**config.mk**
```make
export PLATFORM = sky130hd
export DESIGN_NAME = whack_round_engine_flat
export DESIGN_NICKNAME = d
export VERILOG_FILES = /design/src/rtl/whack_pkg.sv /design/src/rtl/whack_round_engine_if.sv /design/src/rtl/mole_lfsr.sv /design/src/rtl/whack_round_engine.sv /design/src/flat_wrapper.sv
export SDC_FILE = /design/constraint.sdc
export NUM_CORES = 1
export LEC_CHECK = 0
export ABC_AREA = 1
export BUFFER_PORTS_ARGS = -buffer_cell sky130_fd_sc_hd__buf_4
export CELL_PAD_IN_SITES_DETAIL_PLACEMENT = 1
export CELL_PAD_IN_SITES_GLOBAL_PLACEMENT = 1
export CORE_MARGIN = 4
export CORE_UTILIZATION = 43
export CTS_CLUSTER_SIZE = 40
export DETAILED_ROUTE_END_ITERATION = 7
export PLACE_DENSITY = 0.94
export RECOVER_POWER = 25
export SLEW_MARGIN = 30
export SYNTH_ARGS = -nofsm -noshare
export SYNTH_HDL_FRONTEND = slang
export SYNTH_HIERARCHICAL = 1
export SYNTH_SLANG_ARGS = --single-unit
```
**constraint.sdc**
```tcl
create_clock -name clk -period 2.58 [get_ports clk]
set_input_delay 0.258 -clock clk [delete_from_list [all_inputs] [get_ports clk]]
set_output_delay 0.258 -clock clk [all_outputs]
set_load 0.01 [all_outputs]
```
**src/rtl/whack_pkg.sv**
```systemverilog
// Shared phase codes, FSM encoding and LFSR taps for the whack-a-mole round engine
// and any future blocks that reuse the mole LFSR.
package whack_pkg;

   localparam logic [1:0] PH_WAIT = 2'b00;
   localparam logic [1:0] PH_PLAY = 2'b01;
   localparam logic [1:0] PH_OVER = 2'b10;

   typedef enum logic [2:0] {
      IDLE,
      PICK,
      UP,
      COOLDOWN,
      DONE
   } state_t;

   // x^8 + x^6 + x^5 + x^4 + 1 -> register bits 7, 5, 4, 3
   localparam logic [7:0] LFSR_TAPS = 8'b1011_1000;

endpackage

```
**src/rtl/whack_round_engine_if.sv**
```systemverilog
// Game-side bus of the round engine: phase code, tick, buttons in; mole, score and
// event pulses out.
interface whack_round_engine_if #(
   parameter int NUM_HOLES = 4,
   parameter int SCORE_W   = 8
);

   logic [1:0]           game_begin;
   logic                 tick;
   logic [NUM_HOLES-1:0] buttons;
   logic [NUM_HOLES-1:0] mole;
   logic [SCORE_W-1:0]   score;
   logic                 hit;
   logic                 miss;
   logic                 game_over;

   modport master (
      output game_begin, tick, buttons,
      input  mole, score, hit, miss, game_over
   );

   modport slave (
      input  game_begin, tick, buttons,
      output mole, score, hit, miss, game_over
   );

endinterface

```
**src/rtl/mole_lfsr.sv**
```systemverilog
// 8-bit Fibonacci LFSR that free-runs every cycle outside reset; used to pick holes
// and intended for reuse by sound/light blocks.
module mole_lfsr
   import whack_pkg::*;
#(
   parameter logic [7:0] SEED = 8'hA5
) (
   input  logic       clk,
   input  logic       reset,
   output logic [7:0] out
);

   always_ff @(posedge clk) begin
      if (reset) begin
         out <= SEED;
      end else begin
         out <= {out[6:0], ^(out & LFSR_TAPS)};
      end
   end

endmodule

```
**src/rtl/whack_round_engine.sv**
```systemverilog
// Whack-a-mole round engine: follows the game phase code, pops moles at random holes,
// times them with tick and scores hits. Optional macro MISS_PENALTY_EN makes timeouts
// and wrong presses cost a point.
module whack_round_engine
   import whack_pkg::*;
#(
   parameter int         NUM_HOLES = 4,
   parameter int         UP_TICKS  = 3,
   parameter logic [7:0] LFSR_SEED = 8'hA5,
   parameter int         SCORE_W   = 8
) (
   input  logic                 clk,
   input  logic                 reset,
   whack_round_engine_if.slave  bus
);

   localparam int         IDX_W = (NUM_HOLES > 1) ? $clog2(NUM_HOLES) : 1;
   localparam logic [3:0] UP_T  = 4'(UP_TICKS);

   state_t               state, state_n;
   logic [NUM_HOLES-1:0] mole_r, mole_n;
   logic [NUM_HOLES-1:0] buttons_q, press;
   logic [SCORE_W-1:0]   score_r, score_n;
   logic [3:0]           timer, timer_n;
   logic                 hit_r, hit_n;
   logic                 miss_r, miss_n;
   logic                 over_r, over_n;
   logic [7:0]           lfsr;
   logic [IDX_W-1:0]     idx;
   logic                 lit_hit;
   logic                 wrong_press;
   logic                 timeout;
   logic                 lfsr_unused;

   function automatic logic [SCORE_W-1:0] sat_inc(input logic [SCORE_W-1:0] s);
      return (&s) ? s : s + 1'b1;
   endfunction

`ifdef MISS_PENALTY_EN
   function automatic logic [SCORE_W-1:0] sat_dec(input logic [SCORE_W-1:0] s);
      return (s == '0) ? s : s - 1'b1;
   endfunction
`endif

   mole_lfsr #(.SEED(LFSR_SEED)) u_lfsr (
      .clk   (clk),
      .reset (reset),
      .out   (lfsr)
   );

   assign idx         = lfsr[IDX_W-1:0];
   assign lfsr_unused = ^lfsr[7:IDX_W];

   assign press       = bus.buttons & ~buttons_q;
   assign lit_hit     = |(press & mole_r);
   assign wrong_press = |(press & ~mole_r);
   assign timeout     = bus.tick && (timer == 4'd1);

   always_comb begin
      state_n = state;
      mole_n  = mole_r;
      score_n = score_r;
      timer_n = timer;
      hit_n   = 1'b0;
      miss_n  = 1'b0;

      // A non-play phase aborts a running round before any hit/miss is considered.
      if ((state inside {PICK, UP, COOLDOWN}) && (bus.game_begin != PH_PLAY)) begin
         mole_n  = '0;
         state_n = (bus.game_begin == PH_WAIT) ? IDLE : DONE;
      end else begin
         unique case (state)
            IDLE: begin
               mole_n = '0;
               if (bus.game_begin == PH_PLAY) begin
                  state_n = PICK;
                  score_n = '0;
               end else if (bus.game_begin[1]) begin
                  state_n = DONE;
               end
            end
            PICK: begin
               mole_n  = NUM_HOLES'(1) << idx;
               timer_n = UP_T;
               state_n = UP;
            end
            UP: begin
               if (lit_hit) begin
                  score_n = sat_inc(score_r);
                  hit_n   = 1'b1;
                  mole_n  = '0;
                  state_n = COOLDOWN;
               end else begin
                  if (timeout) begin
                     miss_n  = 1'b1;
                     mole_n  = '0;
                     state_n = COOLDOWN;
                  end else if (bus.tick) begin
                     timer_n = timer - 4'd1;
                  end
`ifdef MISS_PENALTY_EN
                  if (timeout || wrong_press) begin
                     score_n = sat_dec(score_r);
                  end
`endif
               end
            end
            COOLDOWN: begin
               mole_n = '0;
               if (bus.tick) begin
                  state_n = PICK;
               end
            end
            DONE: begin
               mole_n = '0;
               if (bus.game_begin == PH_WAIT) begin
                  state_n = IDLE;
               end
            end
            default: begin
               mole_n  = '0;
               state_n = IDLE;
            end
         endcase
      end

      over_n = (state_n == DONE);
   end

   // Registered outputs: everything above becomes visible one cycle after the event.
   always_ff @(posedge clk) begin
      if (reset) begin
         state     <= IDLE;
         mole_r    <= '0;
         score_r   <= '0;
         timer     <= '0;
         hit_r     <= 1'b0;
         miss_r    <= 1'b0;
         over_r    <= 1'b0;
         buttons_q <= '0;
      end else begin
         state     <= state_n;
         mole_r    <= mole_n;
         score_r   <= score_n;
         timer     <= timer_n;
         hit_r     <= hit_n;
         miss_r    <= miss_n;
         over_r    <= over_n;
         buttons_q <= bus.buttons;
      end
   end

   assign bus.mole      = mole_r;
   assign bus.score     = score_r;
   assign bus.hit       = hit_r;
   assign bus.miss      = miss_r;
   assign bus.game_over = over_r;

endmodule

```
**src/flat_wrapper.sv**
```systemverilog
// flat-port wrapper written by rule: the top's interface ports become plain ports
module whack_round_engine_flat import whack_pkg::*;
#(
   parameter int         NUM_HOLES = 4,
   parameter int         UP_TICKS  = 3,
   parameter logic [7:0] LFSR_SEED = 8'hA5,
   parameter int         SCORE_W   = 8
)
  (clk, reset, bus_game_begin, bus_tick, bus_buttons, bus_mole, bus_score, bus_hit, bus_miss, bus_game_over);
  whack_round_engine_if #(.NUM_HOLES(NUM_HOLES), .SCORE_W(SCORE_W)) bus_i ();
  input  logic clk;
  input  logic reset;
  input wire logic [$bits(bus_i.game_begin)-1:0] bus_game_begin;
  input wire logic [$bits(bus_i.tick)-1:0] bus_tick;
  input wire logic [$bits(bus_i.buttons)-1:0] bus_buttons;
  output wire logic [$bits(bus_i.mole)-1:0] bus_mole;
  output wire logic [$bits(bus_i.score)-1:0] bus_score;
  output wire logic [$bits(bus_i.hit)-1:0] bus_hit;
  output wire logic [$bits(bus_i.miss)-1:0] bus_miss;
  output wire logic [$bits(bus_i.game_over)-1:0] bus_game_over;
  assign bus_i.game_begin = bus_game_begin;
  assign bus_i.tick = bus_tick;
  assign bus_i.buttons = bus_buttons;
  assign bus_mole = bus_i.mole;
  assign bus_score = bus_i.score;
  assign bus_hit = bus_i.hit;
  assign bus_miss = bus_i.miss;
  assign bus_game_over = bus_i.game_over;
  whack_round_engine #(.NUM_HOLES(NUM_HOLES), .UP_TICKS(UP_TICKS), .LFSR_SEED(LFSR_SEED), .SCORE_W(SCORE_W)) u_core (.clk(clk), .reset(reset), .bus(bus_i));
endmodule
```
# Word level (Yosys, flattened, before mapping)
# Cells that the tools add are included.
# Widths: inputs -> output; s select.
# totals
latchBits,0
mem_bits_ro,0
memories,0
input_bits,9
register_bits,34
mem_bits_rw,0
wordCells,69
# classes
reduce_logical,15
multipliers,0
n_div,0
order_cmp,0
eq_ne,15
n_addsub,2
muxes,22
bitwise_logic,5
shift,1
# op_table
cell,count
$mux 3,8
$mux 8,3
$mux 4,5
$pmux 4 s2,2
$pmux 8 s2,1
$pmux 3 s5,1
$reduce_and 5->1,2
$add 8x1->8 const B,1
$and 4x4->4,2
$ne 2x2->1 const B,4
$reduce_and 8->1,1
$reduce_xor 8->1,1
$reduce_or 7->1,1
$eq 3x2->1 const B,2
$eq 3x3->1 const B,2
$ne 2x1->1 const B,3
$eq 4x1->1 const B,1
$not 4->4,1
$reduce_bool 2->1,2
$reduce_or 4->1,1
$shl 1x2->4 const A,1
$sub 4x1->4 const B,1
$eq 3x1->1 const B,1
$logic_not 3->1,1
other kinds (9),12

# Logic depth before layout (Yosys ltp)
# Gate-level depths: netlist of the first run.
# depth
ltp_word,8
depth_mapped,11
mapped_depth_nobuf,11

# By module
# The synthesis of the first run kept the hierarchy.
# by_module_without_submodules
module,cells_per_inst,area_each_um2,n_inst
whack_round_engine,209,1421.4,1
mole_lfsr,37,275.3,1

# Worst setup path before layout of the first run
# OpenSTA, ideal clock, no wires.
# synth_path
path_kind,reg2reg
start,"reg u_core.score_r[0], in the netlist u_core/bus.score[0]"
end,"reg u_core.score_r[1], in the netlist u_core/bus.score[1]"
synth_period_minus_slack_ns,1.341
setup_slack_ns,1.239
path_stages_with_launch,9
t_required_ns,2.452
arrival_time_ns,1.214
path_buffers,0
path_cell_list,dfxtp_1 ha_1 nand2_1 nor2_2 a21oi_4 nand2_4 nand2_1 nand2_1 nor2_1
# synth_between
elab_chain_len,4
elab_cells_between_ends,7
cone_classes,add/sub (1); eq/ne (1); mux (3); reduce/logical (2)
# synth_rtl
element,line,source
"start, declared",whack_round_engine.sv:23,"logic [SCORE_W-1:0] score_r, score_n;"
"start signal, assigned",whack_round_engine.sv:144,score_r <= score_n;
$add 8x1->8,whack_round_engine.sv:36,return (&s) ? s : s + 1'b1;
$mux 8,whack_round_engine.sv:36,
$mux 8,whack_round_engine.sv:88,if (lit_hit) begin
$pmux 8 s2,whack_round_engine.sv:72,unique case (state)
# Parallel ways exist; a longest one is shown, timed or not. The select of a mux whose other input is x is not followed.
# A chain may end at the register's enable or synchronous reset.

# Worst setup path in the final report of the first run
# layout_path
start,reg u_core.timer[1]
end,reg u_core.timer[0]
# layout_between
elab_chain_len,4
# layout_rtl
element,line,source
"start, declared",whack_round_engine.sv:24,"logic [3:0] timer, timer_n;"
"start signal, assigned",whack_round_engine.sv:145,timer <= timer_n;
$eq 4x1->1,whack_round_engine.sv:57,assign timeout = bus.tick && (timer == 4'd1);
$logic_and 1x1->1,whack_round_engine.sv:57,
$ne 2x2->1 (no line),-,
$reduce_and 5->1 (no line),-,
# No other way between the ends.

==> out/metrics.cfg, run 1 <==
[layout]
nets = 284
final_cell_area_um2 = 2033
diodes = 0
drive_gt1_frac = 0.1648
stdcell_count = 321
utilization = 0.5431
area_growth_pct = 19.84

[clock_network]
cts.sinks = 34
ctsHoldBuffers = 0
htree_levels = 2
cts.clk_slew.worst_paths_ps = 70
clkLatencyLatePin_ps = 290
cts_tree = yes
cts-buffers-inserted = 5
root_buffer = clkbuf_8
cts.repair.resized = 0
cts_buffer_depth = 2
postCtsSetupBuffers = 0

[die]
die_w_um = 70.82
pin_count = 24
dieHeight_um = 70.82
floorplan.initialDensity = 0.4532
rows = 22
die-area_um2 = 5015
core_area_um2 = 3744

[logic_synthesis]
synthAdderAreaFrac = 0.02212
synthCells = 246
syn-cell-area_um2 = 1697
muxShareOfSynthArea = 0
synth-simple-area-share = 0.3916
syn_nets = 258
synthXorXnorAreaFrac = 0.01032
yosysSeqAreaShare = 0.4012
synth.distinct_cells = 28
ys_seq_elements = 34
ys_warn_count = 6
synth_top_family_by_area = simple AND/OR/NAND/NOR gates
syn_avg_cell_area_um2 = 6.897
synth_compound_gate_area_share = 0.08186

[critical_path]
worstPathRequired_ps = 2720
crit_arrival_ps = 1730
crit_path_end = u_core/timer[0]$_SDFFE_PP0P_
path_common_cell = nand2_1
start_kind = flop
rr_worst_depth = 11
cpMaxStageDelayCell = dfxtp_1
cpPeakStageDelay_ps = 300
cp_max_fo = 5
cp-end-kind = flop
timing.rr.start = u_core/timer[1]$_SDFFE_PP0P_
path_class = reg -> reg
path_cells = inv_1 -> ha_1 -> nand2_1 -> nor2_2 -> nand2_1 -> nand2_2 -> nor2_4 -> nand2_2 -> nand2_1 -> nand2_1 -> nor2_1
reg2reg_slack_ps = 990
reg2reg_to = u_core/timer[0]$_SDFFE_PP0P_
critPathLaunch = u_core/timer[1]$_SDFFE_PP0P_

[route]
num_vias = 1609
post_drt_wl_per_cell_um = 13.53
routed_wl_mm = 4.342
drt-initial-drc-count = 78
drc_errors = 0
drtAntennaViolNets = 0
dr.pass1.iters = 4
via_per_inst = 5.012

[min_path]
min_path_type = in -> reg

[timing]
setup_viol = 0
fmax_ghz = 0.6287
hold_viol_final = 0
worst_slew_pin_slew_ps = 1107
finalCriticalPeriod_ps = 1590
fin_crit_sh = 0.6165
drv_slew = 0
whs_ps = 180.2
relSlewSlack = 0.2620
layout_setup_ws_ps = 989.5
finClkSkew_ps = 5.860
setup-tns-final_ps = 0
rsz0062_at_grt = false

[global_routing]
grt_usage = 0.1925
grt_pass1_vias = 1716
antenna_found_initial = 0
grt_max_degree = 27
grt_overflow = 0
grt_pass1_wl_mm = 7.748

[outcome]
run_status = completed

[flow_run]
maxCapViolCount = 0

[placement]
gp_congestion = 0.7891
dpl.cell_count = 313
post-place-ws_ps = 1058
numPortBuffers = 23
place_area_um2 = 1899
hpwl_mm = 3.230

[pwr]
leakage_nw = 0.9225
switching_share = 0.2349
p_comb_frac = 0.105
internal-power_uw = 982.7
p_per_area_nw_per_um2 = 631.7
clock_power_share = 0.456
power.share.sequential = 0.439
p_total_mw = 1.284
power.switching_uw = 301.7
vdd_drop_max_uv = 363.1

[critical path: cells and delay by family (launching register included)]
kind,cells,cell delay [ps]
adders and majority gates,1,180
DFF,1,300
buffers and inverters,1,150
and+or+nand+nor,9,800
[cell type report]
| type | instances | area [um2] |
|---|---|---|
| fillers | 508 | 1710 |
| multi-input cells | 174 | 858.3 |
| well taps | 48 | 60.06 |
| repair buffers | 23 | 168.9 |
| clock inverters | 3 | 68.82 |
| flip-flops and latches | 34 | 680.7 |
| inverters | 34 | 127.6 |
| clock buffers | 5 | 68.82 |
[per-layer routing]
layer,GRT usage,wire [um]
met1,0.2218,1868
met2,0.3429,2233
met3,0.04972,156
met4,0.06681,84
met5,0,0
[state kept, by name, summed over array words and instances (netlist names)]
register / flops
u_core/bus.game_over: 1
u_core/bus.hit: 1
u_core/bus.miss: 1
u_core/bus.mole: 4
u_core/bus.score: 8
u_core/buttons_q: 4
u_core/state: 3
u_core/timer: 4
u_core/u_lfsr/out: 8
[layout by cell type, fill, tap and decap left out, types with 3 or more instances in the layout]
master	netlist	final
nor3_1	3	3
dfxtp_1	34	34
nor2_1	33	33
nand2_2	3	3
nand3_1	26	26
clkbuf_8	0	5
o21bai_1	4	4
inv_1	31	31
a21oi_1	13	13
nand2_1	69	69
inv_2	3	3
nor2_4	3	3
ha_1	3	3
buf_4	0	22
[synth_stat cells (all sizes together)]
cell,number,area [um2]
xnor2,1,8.760
clkbuf,1,3.750
nand4,2,12.51
buf,3,26.27
o21bai,4,30.03
a211oi,2,15.01
a21oi,14,81.33
nor3b,1,7.510
ha,3,37.54
or2,2,12.51
o21ai,1,5.000
nor2,38,170.2
nor3,3,15.01
nand3,28,157.7
o211ai,1,7.510
dfxtp,34,680.7
nand2,73,289.0
inv,34,127.6
xor2,1,8.760
[worst min-delay path by stage]
stage	from	end	slack, ps	depth (start not counted)
2_1_floorplan	reset	u_core/u_lfsr/out[3]$_SDFF_PP0_	330	1
3_3_place_gp	u_core/u_lfsr/out[6]$_SDFF_PP0_	u_core/u_lfsr/out[7]$_SDFF_PP1_	400	1
3_5_place_dp	u_core/u_lfsr/out[6]$_SDFF_PP0_	u_core/u_lfsr/out[7]$_SDFF_PP1_	410	1
4_1_cts	bus_buttons[0]	u_core/buttons_q[0]$_SDFF_PP0_	180	3
5_1_grt	bus_buttons[2]	u_core/buttons_q[2]$_SDFF_PP0_	180	3
6_report	bus_buttons[2]	u_core/buttons_q[2]$_SDFF_PP0_	180	3
[power groups by stage]
stage	Sequential (mW)	Clock [mW]	Combinational, mW
finish	0.564	0.586	0.134
global route	0.567	0.632	0.154
CTS	0.564	0.599	0.136
detailed placement	0.575	0	0.131
global placement	0.574	0	0.125
floorplan	0.573	0	0.0919
[cell families (layout without fill, tap and decap cells)]
family,count (synthesis),count (layout)
flops,34,34
buf+inv,38,65
fa+ha+maj,3,3
xor+xnor,2,2
simple gates,147,147
compound gates,22,22
Power figures use the tool's default switching activity.
==> run 2: changes to the inputs <==
- CORE_UTILIZATION: 43 -> 36
- PLACE_DENSITY: 0.94 -> 0.85
- clock period: 2.58 -> 1.4 ns (I/O delays scaled with it)
==> out/metrics.cfg, run 2 (synthesis gave the netlist of run 1 again) <==
[pwr]
clock_power_share = 0.346  ; -0.110
p_per_area_nw_per_um2 = 923.1  ; +46%
internal-power_mw = 1.514  ; +54%
switching_share = 0.2658  ; +0.03090
vdd_drop_max_uv = 597.6  ; +65%
power.switching_uw = 548.3  ; +82%
power.share.sequential = 0.506  ; +0.067
leakage_nw = 1.004  ; +8.8%
p_comb_frac = 0.148  ; +0.043

[clock_network]
cts_buffer_depth = 2  ; unchanged
clkLatencyLatePin_ps = 290  ; about the same
cts.clk_slew.worst_paths_ps = 70  ; about the same
ctsHoldBuffers = 0  ; unchanged
cts-buffers-inserted = 5  ; unchanged
htree_levels = 2  ; unchanged
cts.sinks = 34  ; unchanged
root_buffer = clkbuf_8
cts_tree = yes

[critical_path]
start_kind = flop
worstPathRequired_ps = 1560  ; -1160 ps
path_common_cell = nand2_2
critPathTopFamily = simple AND/OR/NAND/NOR gates
path_cells = inv_4 -> nand2_4 -> nor2_4 -> nand2_2 -> nand2_2 -> nor2_4 -> nand2_4 -> nand2_2 -> nand2_2 -> nor2_1
cpMaxStageDelayCell = dfxtp_2
path_class = reg -> reg
crit_arrival_ps = 1540  ; -190 ps
cp-end-kind = flop
cp_max_fo = 6  ; +1
cpPeakStageDelay_ps = 340  ; +40 ps
cp.buffers_inverters = 1  ; unchanged

[layout]
area_growth_pct = 31.71
diodes = 0  ; unchanged
drive_gt1_frac = 0.3183  ; +0.1535
multiInputGateArea_um2 = 965.9  ; +13%
mostFrequentLayoutCells = nand2_1, buf_4, inv_1, nor2_1, dfxtp_1
final_cell_area_um2 = 2235  ; +9.9%
seq_area_um2 = 690.7  ; +1.5%
nets = 302  ; +6.3%
stdcell_count = 341  ; +6.2%
n_fill_cell = 601  ; +18%
final_common_cell = nand2_1

[die]
die_w_um = 76.65  ; +8.2%
pin_count = 24  ; unchanged
die-area_um2 = 5875  ; +17%
dieHeight_um = 76.65  ; +8.2%
core_area_um2 = 4444  ; +19%
rows = 24  ; +9.1%
floorplan.initialDensity = 0.3818  ; -0.07145

[route]
via_per_inst = 5.035  ; +0.45%
post_drt_wl_per_cell_um = 13.92  ; +2.9%
dr.pass1.iters = 4  ; unchanged
drt-initial-drc-count = 63  ; -19%
num_vias = 1717  ; +6.7%
drtAntennaViolNets = 0  ; unchanged
drc_errors = 0  ; unchanged
routed_wl_mm = 4.748  ; +9.4%

[placement]
numPortBuffers = 23  ; unchanged
dpl.cell_count = 327  ; +4.5%
place_area_um2 = 1979  ; +4.2%
hpwl_mm = 3.313  ; +2.6%
gp_congestion = 0.8115  ; +2.8%

[timing]
fmax_ghz = 0.7265  ; +16%
fin_crit_sh = 0.9832  ; +0.3667
rsz0062_at_grt = true
relSlewSlack = 0.8098  ; +0.5478
worst_slew_pin_slew_ps = 285.3  ; -821.8 ps
setup_viol = 0  ; unchanged
hold_viol_final = 0  ; unchanged
drv_slew = 0  ; unchanged
finalCriticalPeriod_ps = 1376  ; -214.0 ps
setup-tns-final_ps = 0  ; unchanged
finClkSkew_ps = 5.017  ; -0.8435 ps

[global_routing]
antenna_found_initial = 0  ; unchanged
grt_pass1_vias = 1670  ; -2.7%
grt_pass1_wl_mm = 7.341  ; -5.3%
grt_usage = 0.1553  ; -0.03729
grt_overflow = 0  ; unchanged
grt_max_degree = 27  ; unchanged

[outcome]
run_status = completed

[flow_run]
maxCapViolCount = 0  ; unchanged

[min_path]
min_path_type = in -> reg

[run 2: cell types whose count changed in the layout (fill, tap and decap cells not counted), sizes merged]
cell    before  now
a21oi       14   15
buf         22   40
bufinv       2    0
clkinv       1    0
[run 2: per-layer routing]
metal | GRT usage | part of all wire | vias to the layer above
met2 | 0.2786 | 0.51 | 29
met3 | 0.03513 | 0.035 | 6
met4 | 0.05435 | 0.014 | 0
met5 | 0 | 0 | -
li1 | - | - | 861
met1 | 0.1804 | 0.44 | 821
[run 2: worst register-to-register path: stages, from the launching register on]
cell     delay (ps)
dfxtp_2         340
inv_4            90
nand2_4          60
nor2_4          220
nand2_2         120
nand2_2         120
nor2_4           70
nand2_4          90
nand2_2          50
nand2_2          50
nor2_1           40
[run 2: area by class of cell]
cell class | count | area share
Inverter | 34 | 0.05823
Multi-Input combinational cell | 175 | 0.4323
Sequential cell | 34 | 0.3091
Clock buffer | 6 | 0.03695
Timing Repair Buffer | 40 | 0.1344
Tap cell | 52 | 0.02912
[run 2: worst paths after layout]
path	from	to	slack, ps	depth (start not counted)
worst min register to register	u_core/u_lfsr/out[6]$_SDFF_PP0_	u_core/u_lfsr/out[7]$_SDFF_PP1_	410	1
worst max-delay path	u_core/state[2]$_SDFF_PP0_	u_core/timer[0]$_SDFFE_PP0P_	20	10
worst max register to register	u_core/state[2]$_SDFF_PP0_	u_core/timer[0]$_SDFFE_PP0P_	20	10
worst min-delay path	bus_buttons[1]	u_core/buttons_q[1]$_SDFF_PP0_	70	3
[run 2: through the flow]
stage	worst slack [ps]	hold slack (ps)	power, mW	util
floorplan	58.83	211.2	1.226	-
global placement	56.91	351.1	1.300	0.4454
detailed placement	-2.180	362.5	1.314	0.4454
CTS	6.791	61.46	2.032	0.4679
global route	-72.90	68.11	2.166	0.5028
finish	23.51	70.19	2.063	0.5028
[run 2: power groups by stage]
stage / Sequential (mW) / Combinational, mW / Clock (mW)
5_1_grt: 1.05 / 0.340 / 0.777
3_3_place_gp: 1.06 / 0.243 / 0
2_1_floorplan: 1.06 / 0.169 / 0
6_report: 1.04 / 0.304 / 0.715
3_5_place_dp: 1.06 / 0.255 / 0
4_1_cts: 1.04 / 0.259 / 0.735
[run 2: timing repair]
action | in CTS | in global routing
buffers inserted | 0 | 7
pin swaps | 1 | 13
setup endpoints to repair | 7 | 17
gates cloned | 1 | 0
resized for setup | 3 | 35
==> run 3: changes to the inputs <==
- HOLD_SLACK_MARGIN: not set -> 0.15
==> out/metrics.cfg, run 3 (synthesis gave the netlist of run 1 again) <==
[route]
dr.pass1.iters = 4  ; unchanged
num_vias = 1764  ; +2.7%
via_per_inst = 5.113  ; +1.5%
post_drt_wl_per_cell_um = 14.03  ; +0.76%
drtAntennaViolNets = 0  ; unchanged
drt-initial-drc-count = 59  ; -6.3%
drc_errors = 0  ; unchanged
routed_wl_mm = 4.840  ; +1.9%

[clock_network]
cts.clk_slew.worst_paths_ps = 70  ; about the same
cts-buffers-inserted = 5  ; unchanged
htree_levels = 2  ; unchanged
cts.sinks = 34  ; unchanged
cts_tree = yes
root_buffer = clkbuf_8
clkLatencyLatePin_ps = 290  ; about the same
cts_buffer_depth = 2  ; unchanged

[global_routing]
grt_pass1_wl_mm = 7.569  ; +3.1%
grt_usage = 0.1595  ; +0.004203
grt_overflow = 0  ; unchanged
antenna_found_initial = 0  ; unchanged
grt_pass1_vias = 1730  ; +3.6%
grt_max_degree = 27  ; unchanged

[die]
dieHeight_um = 76.65  ; unchanged
core_area_um2 = 4444  ; unchanged
pin_count = 24  ; unchanged
die-area_um2 = 5875  ; unchanged
floorplan.initialDensity = 0.3818  ; unchanged
die_w_um = 76.65  ; unchanged
rows = 24  ; unchanged

[layout]
utilization = 0.5110  ; +0.008165
diodes = 0  ; unchanged
n_fill_cell = 597  ; -0.67%
nets = 306  ; +1.3%
mostFrequentLayoutCells = nand2_1, buf_4, inv_1
final_common_cell = nand2_1
drive_gt1_frac = 0.3072  ; -0.01117
area_growth_pct = 33.85
final_cell_area_um2 = 2271  ; +1.6%

[min_path]
min_path_type = in -> reg
min_path_cells = 3  ; unchanged

[critical_path]
cp_num_cells = 10  ; unchanged
cp.buffers_inverters = 1  ; unchanged
critPathTopFamily = simple AND/OR/NAND/NOR gates
cpPeakStageDelay_ps = 340  ; about the same
cp-end-kind = flop
rr_worst_depth = 10  ; unchanged
crit_arrival_ps = 1530  ; about the same
cpMaxStageDelayCell = dfxtp_2
start_kind = flop
worstPathRequired_ps = 1560  ; about the same
cp_max_fo = 6  ; unchanged
path_class = reg -> reg
path_common_cell = nand2_2
path_cells = inv_4 -> nand2_4 -> nor2_4 -> nand2_2 -> nand2_2 -> nor2_4 -> nand2_4 -> nand2_2 -> nand2_2 -> nor2_1

[timing]
setup-tns-final_ps = 0  ; unchanged
fin_crit_sh = 0.9783  ; -0.004879
worst_slew_pin_slew_ps = 270.9  ; -14.36 ps
setup_viol = 0  ; unchanged
hold_viol_final = 0  ; unchanged
relSlewSlack = 0.8180  ; +0.008187
finClkSkew_ps = 5.893  ; +0.8766 ps
drv_slew = 0  ; unchanged
finalCriticalPeriod_ps = 1370  ; -6.831 ps
fmax_ghz = 0.7301  ; +0.50%
rsz0062_at_grt = true
layout_setup_ws_ps = 30.34  ; +6.831 ps

[placement]
gp_congestion = 0.8115  ; unchanged
hpwl_mm = 3.313  ; unchanged
post-place-ws_ps = -2.180  ; unchanged
place_area_um2 = 1979  ; unchanged
numPortBuffers = 23  ; unchanged

[pwr]
p_total_mw = 2.070  ; +0.33%
leakage_nw = 1.017  ; +1.3%
vdd_drop_max_uv = 600.0  ; +0.40%
p_per_area_nw_per_um2 = 911.4  ; -1.3%

[outcome]
run_status = completed

[flow_run]
maxCapViolCount = 0  ; unchanged

[run 3: timing repair]
action	in CTS	in global routing
pin swaps	1	13
endpoints found under the setup margin	7	17
cloned	1	0
hold buffers	4	0
gates resized for setup	3	35
buffers inserted	0	7
hold endpoints to repair	4	0
[run 3: routing by layer]
layer	wire (um)	GRT usage
met5	0	0
met4	65	0.05435
met1	2047	0.1812
met2	2529	0.2926
met3	198	0.03513
[run 3: area by class of cell]
| type | count | area, um2 | area share |
|---|---|---|---|
| clock buffers | 6 | 82.58 | 0.03636 |
| inverters | 34 | 130.1 | 0.05730 |
| multi-input cells | 175 | 965.9 | 0.4253 |
| flip-flops and latches | 34 | 690.7 | 0.3041 |
| well taps | 52 | 65.06 | 0.02865 |
| repair buffers | 44 | 336.6 | 0.1482 |
[run 3: worst paths after layout]
kind	start	end	slack (ps)
worst min register to register	u_core/u_lfsr/out[2]$_SDFF_PP1_	u_core/u_lfsr/out[3]$_SDFF_PP0_	410
worst max register to register	u_core/state[2]$_SDFF_PP0_	u_core/timer[0]$_SDFFE_PP0P_	30
worst max-delay path	u_core/state[2]$_SDFF_PP0_	u_core/timer[0]$_SDFFE_PP0P_	30
worst min-delay path	bus_game_begin[1]	u_core/state[2]$_SDFF_PP0_	200
[run 3: power breakdown]
| part | leakage (nW) | total (mW) | internal (mW) | switching, mW |
|---|---|---|---|---|
| logic | 0.692 | 0.313 | 0.129 | 0.184 |
| registers | 0.282 | 1.04 | 1.01 | 0.0307 |
| clock network | 0.0431 | 0.713 | 0.379 | 0.335 |
[run 3: per-stage QoR]
| step | hold slack, ps | std cells |
|---|---|---|
| finish | 195.4 | 345 |
| detailed placement | 362.5 | 327 |
| floorplan | 211.2 | 246 |
| global route | 199.1 | 345 |
| global placement | 351.1 | 327 |
| CTS | 187.4 | 338 |
[run 3: worst min-delay path: stages]
cell	delay (ps)
buf_4	90
nor3_1	50
a211oi_1	150
